### src/rtl/sim_ctrl_pkg.sv
// Shared types and parameter defaults for the simulation run controller.
package sim_ctrl_pkg;

    typedef enum logic [2:0] {
        ST_IDLE    = 3'd0,
        ST_HOLD    = 3'd1,
        ST_RUN     = 3'd2,
        ST_PASS    = 3'd3,
        ST_TIMEOUT = 3'd4
    } sim_state_e;

    localparam int unsigned DEF_RESET_CYCLES   = 2;
    localparam int unsigned DEF_TIMEOUT_CYCLES = 1000000;
    localparam int unsigned DEF_DUMP_START     = 0;
    localparam int unsigned DEF_SEGMENT_CYCLES = 5000;
    localparam int unsigned DEF_MAX_FILES      = 100;

    // Counter width for a modulus n, never narrower than one bit.
    function automatic int unsigned idx_width(input int unsigned n);
        return (n > 1) ? $clog2(n) : 1;
    endfunction

endpackage

### src/rtl/dump_segmenter.sv
// Splits the dump window into fixed-length segments and tracks the dump file index.
module dump_segmenter
    import sim_ctrl_pkg::*;
#(
    parameter int unsigned SEGMENT_CYCLES = DEF_SEGMENT_CYCLES,
    parameter int unsigned MAX_FILES      = DEF_MAX_FILES,
    parameter int unsigned IW             = idx_width(MAX_FILES)
) (
    input  logic          clock,
    input  logic          reset,
    input  logic          clear,
    input  logic          dump_en,
    output logic          dump_switch,
    output logic [IW-1:0] dump_file_idx
);

    logic [31:0] seg_cnt;

    // The switch is registered, so a segment ending on the last RUN cycle still pulses.
    always_ff @(posedge clock) begin
        if (reset || clear) begin
            seg_cnt       <= '0;
            dump_switch   <= 1'b0;
            dump_file_idx <= '0;
        end else begin
            dump_switch <= 1'b0;
            if (dump_en) begin
                if (seg_cnt == 32'(SEGMENT_CYCLES - 1)) begin
                    seg_cnt       <= '0;
                    dump_switch   <= 1'b1;
                    dump_file_idx <= (dump_file_idx == IW'(MAX_FILES - 1)) ? '0
                                                                         : dump_file_idx + 1'b1;
                end else begin
                    seg_cnt <= seg_cnt + 32'd1;
                end
            end
        end
    end

endmodule

### src/rtl/sim_run_controller.sv
// Sequences harness reset, run, pass/timeout status and waveform dump windows.
module sim_run_controller
    import sim_ctrl_pkg::*;
#(
    parameter int unsigned RESET_CYCLES   = DEF_RESET_CYCLES,
    parameter int unsigned TIMEOUT_CYCLES = DEF_TIMEOUT_CYCLES,
    parameter int unsigned DUMP_START     = DEF_DUMP_START,
    parameter int unsigned SEGMENT_CYCLES = DEF_SEGMENT_CYCLES,
    parameter int unsigned MAX_FILES      = DEF_MAX_FILES,
    parameter int unsigned IW             = idx_width(MAX_FILES)
) (
    input  logic          clock,
    input  logic          reset,
    input  logic          start,
    input  logic          success,
    output logic          dut_reset,
    output logic          run_active,
    output logic [31:0]   cycle_count,
    output logic          dump_en,
    output logic          dump_switch,
    output logic [IW-1:0] dump_file_idx,
    output logic          done,
    output logic          pass,
    output logic          timeout,
    output sim_state_e    state
);

    localparam int unsigned HW = idx_width(RESET_CYCLES);

    logic [HW-1:0] hold_cnt;
    logic          clear;

    // Any accepted start request restarts the dump segmentation from file 0.
    assign clear = start && (state == ST_IDLE || state == ST_PASS || state == ST_TIMEOUT);

    always_ff @(posedge clock) begin
        if (reset) begin
            state       <= ST_IDLE;
            hold_cnt    <= '0;
            cycle_count <= '0;
        end else begin
            case (state)
                ST_IDLE, ST_PASS, ST_TIMEOUT: begin
                    if (start) begin
                        state       <= ST_HOLD;
                        hold_cnt    <= '0;
                        cycle_count <= '0;
                    end
                end
                ST_HOLD: begin
                    if (hold_cnt == HW'(RESET_CYCLES - 1)) begin
                        state <= ST_RUN;
                    end else begin
                        hold_cnt <= hold_cnt + 1'b1;
                    end
                end
                ST_RUN: begin
                    if (success) begin
                        state <= ST_PASS;
                    end else if (cycle_count == 32'(TIMEOUT_CYCLES - 1)) begin
                        state <= ST_TIMEOUT;
                    end else begin
                        cycle_count <= cycle_count + 32'd1;
                    end
                end
                default: state <= ST_IDLE;
            endcase
        end
    end

    assign dut_reset  = (state == ST_IDLE) || (state == ST_HOLD);
    assign run_active = (state == ST_RUN);
    assign pass       = (state == ST_PASS);
    assign timeout    = (state == ST_TIMEOUT);
    assign done       = pass || timeout;
    assign dump_en    = run_active && (cycle_count >= 32'(DUMP_START));

    dump_segmenter #(
        .SEGMENT_CYCLES (SEGMENT_CYCLES),
        .MAX_FILES      (MAX_FILES),
        .IW             (IW)
    ) u_segmenter (
        .clock         (clock),
        .reset         (reset),
        .clear         (clear),
        .dump_en       (dump_en),
        .dump_switch   (dump_switch),
        .dump_file_idx (dump_file_idx)
    );

endmodule
### config.mk
export PLATFORM = sky130hd
export DESIGN_NAME = sim_run_controller
export DESIGN_NICKNAME = d
export VERILOG_FILES = /design/src/rtl/sim_ctrl_pkg.sv /design/src/rtl/dump_segmenter.sv /design/src/rtl/sim_run_controller.sv
export SDC_FILE = /design/constraint.sdc
export NUM_CORES = 1
export LEC_CHECK = 0
export BUFFER_PORTS_ARGS = -buffer_cell sky130_fd_sc_hd__buf_2
export CORE_ASPECT_RATIO = 1.75
export CORE_MARGIN = 2
export CORE_UTILIZATION = 58
export CTS_CLUSTER_DIAMETER = 80
export CTS_CLUSTER_SIZE = 20
export DETAILED_ROUTE_END_ITERATION = 16
export HOLD_SLACK_MARGIN = 0.06
export PLACE_DENSITY_LB_ADDON = 0.12
export SLEW_MARGIN = 20
export SYNTH_ARGS = -nofsm -noshare
export SYNTH_HDL_FRONTEND = slang
export SYNTH_SLANG_ARGS = --single-unit
### constraint.sdc
create_clock -name clock -period 2.7 [get_ports clock]
set_input_delay 0.54 -clock clock [delete_from_list [all_inputs] [get_ports clock]]
set_output_delay 0.54 -clock clock [all_outputs]
set_load 0.02 [all_outputs]
==> flow_summary.ini <==
[place]
dpl.cell_count = 610
portBuffers = 52
pre_cts_slack_ns = 0.329
dp_hpwl_um = 7610
gp_congestion = 0.881

[logic_synthesis]
synth.avg_cell_area_sq_um = 8.20
netlist.area_leader.share_pct = 38.4
yosysSeqAreaShare_pct = 38.4
syn_area_sq_mm = 0.00396
synth_top_flop_cell = dfxtp_1
synthArstFlopShare_pct = 0
synthTopCellsByArea = dfxtp_1 38%, xor2_1 4.6%, nor2_1 4.5%, nand3_1 4.0%, nand4_1 3.9%
synth_cells = 483
ys_seq_elements = 76
yosysTopAreaCell = dfxtp_1
synth_warnings = 0
synth_nets = 490
yosysUniqueCellTypes = 65
synth-edff-count = 0

[run_status]
status = finished, final reports clean

[critical_path]
crit_fanout = 14
start_kind = flip-flop
required_ns = 2.97
critPathKind = flip-flop to flip-flop
endpoint_kind = flip-flop
rr_worst_depth = 6
rrSetupSlack_ns = 0.30
worstReg2RegEnd = u_segmenter.dump_file_idx[6]$_SDFFE_PP0P_
worstPathArrival_ns = 2.67
regToRegStartpoint = u_segmenter.seg_cnt[0]$_SDFFE_PP0P_

[detailed_routing]
drt-total-wl_um = 10800
drt_iter0_markers = 441
vias = 3981
drc = 0
detail-route-antenna-nets = 0
first_pass_iters = 6
via_per_inst = 6.36
wl_per_cell_um = 17.2

[clock_network]
cts_root_buf = clkbuf_16
cts_buffer_depth = 2
cts_sinks = 76
cts_resized = 0
holdBufCountCts = 0
cts.clk_slew.worst_paths_ns = 0.06
clk_latency_ns = 0.34
numCtsBuffers = 9
postCtsSetupBuffers = 0
cts.htree.levels = 3
tritoncts = yes

[min_path]
hp-class = flip-flop to flip-flop
min_delay_path_depth = 2
hp-start = u_segmenter.seg_cnt[1]$_SDFFE_PP0P_
hold_end = u_segmenter.seg_cnt[1]$_SDFFE_PP0P_

[timing]
fin_crit_ns = 2.40
fmax_mhz = 417
slew_headroom_pct = 53.3
skew_ns = 0.00420
finalMaxSlewViolations = 0
fin_setup_tns_ns = 0
grt_setup_unrepaired = false
layout_setup_ws_ns = 0.300
final-hold-violation-count = 0
finalSetupViolCount = 0
worstMarginPinSlew_ns = 0.694
period_share_pct = 88.9

[final_layout]
drive_gt1_share_pct = 17.5
instances_no_fill = 626
final_nets = 546
area_growth_pct = 17.0
layout_commonest_cell = dfxtp_1
layout_common_cells = 76 x dfxtp_1, 52 x buf_2, 48 x nor2_1
antennaDiodeCount = 0

[floorplan]
rows = 39
die_w_um = 66.5
ioPinCount = 53
core_area_sq_mm = 0.00659
die_height_um = 113
dieArea_sq_mm = 0.00753
initial_core_util_pct = 60.1

[power]
ir_drop_v = 0.000510
power.leakage_nw = 1.80
power_density_mw_per_mm2 = 599

[global_routing]
grt_max_degree = 32
grt_pass1_vias = 3763
grt_use_total_pct = 29.8
antenna_found_initial = 0
overflow = 0
grt_first_pass_wirelength_um = 17400

[flow_run]
cap_viol_max_count = 0
## cells by family after synthesis
logic type,Yosys count,synth area share [%]
and+or+nand+nor,236,32.6
AOI/OAI and AO/OA,104,17.3
DFF,76,38.4
buffers and inverters,33,3.79
xor gates and xnor gates,28,6.19
muxes,3,0.758
adders and majority gates,3,0.948
## layout make-up
class                   instances  area (sq um)
repair buffers                 68           380
well taps                      82           103
clock buffers                  12           256
fillers                       560          1950
flip-flops and latches         76          1520
inverters                      10          37.5
clock inverters                 4          47.5
multi-input cells             374          2290
## power by group
part	internal, mW	switching (mW)
Clock	0.763	0.470
Sequential	1.14	0.0195
Combinational	0.120	0.267
Total	2.02	0.756
## worst max-delay path, cell delays in order (launching register included)
cell	delay [ns]
dfxtp_1	0.36
ha_1	0.29
and4bb_2	0.27
nand3_1	0.11
or3_1	0.58
or4_1	0.56
a21oi_1	0.16
## flip-flops by register name (all words and copies together) (netlist names)
register / flops
cycle_count: 32
state: 3
hold_cnt: 1
u_segmenter.dump_file_idx: 7
u_segmenter.seg_cnt: 32
u_segmenter.dump_switch: 1
## routing by layer
metal / wire (um) / global-route usage (%) / vias up
met5: 0 / 0 / -
met4: 382 / 15.5 / 0
met3: 462 / 5.47 / 30
met2: 5820 / 53.6 / 130
met1: 4120 / 31.9 / 1901
li1: - / - / 1920
## Yosys cell counts (2+ instances only)
cell type and count:
o22a_1 2, dfxtp_1 76, nand2_1 40, and2_1 3, a31o_2 2, o31ai_1 5, inv_1 9, nor4_1 14
nand2b_1 2, and3_1 12, nor3_1 9, or2_2 2, a21oi_1 29, nand4_1 25, a2bb2oi_1 3, o211a_1 3
nand3_1 32, xor2_1 21, o21a_1 2, buf_2 9, nor4b_1 4, a22oi_1 3, a31oi_1 5, o311ai_0 3
mux2i_1 3, a21o_1 6, and4_1 9, or3_1 15, nor2_1 48, clkbuf_1 11, a211o_1 3, o21ai_0 23
ha_1 3, xnor2_1 7, or4_1 9, a311oi_1 2
## through the flow
step                      cell area [sq um]  utilization (%)  total power, mW  hold slack, ns
after floorplan                        3960                -             1.44           0.453
after global placement                 4330             65.8             1.56           0.464
after detailed placement               4330             65.8             1.56           0.483
after CTS                              4640             70.4             2.78           0.491
after global routing                   4640             70.4             2.86           0.517
final                                  4640             70.4             2.78           0.488
## worst max-delay path by stage
| stage | start | cells past startpoint | end |
|---|---|---|---|
| finish | u_segmenter.seg_cnt[0]$_SDFFE_PP0P_ | 6 | u_segmenter.dump_file_idx[6]$_SDFFE_PP0P_ |
| global route | u_segmenter.seg_cnt[0]$_SDFFE_PP0P_ | 6 | u_segmenter.dump_file_idx[5]$_SDFFE_PP0P_ |
| CTS | u_segmenter.seg_cnt[0]$_SDFFE_PP0P_ | 6 | u_segmenter.dump_file_idx[5]$_SDFFE_PP0P_ |
| detailed placement | u_segmenter.seg_cnt[0]$_SDFFE_PP0P_ | 6 | u_segmenter.dump_file_idx[6]$_SDFFE_PP0P_ |
| global placement | cycle_count[0]$_SDFFE_PP0P_ | 6 | cycle_count[30]$_SDFFE_PP0P_ |
| floorplan | cycle_count[0]$_SDFFE_PP0P_ | 7 | cycle_count[30]$_SDFFE_PP0P_ |
No activity file was read; power rests on OpenSTA's default activity.
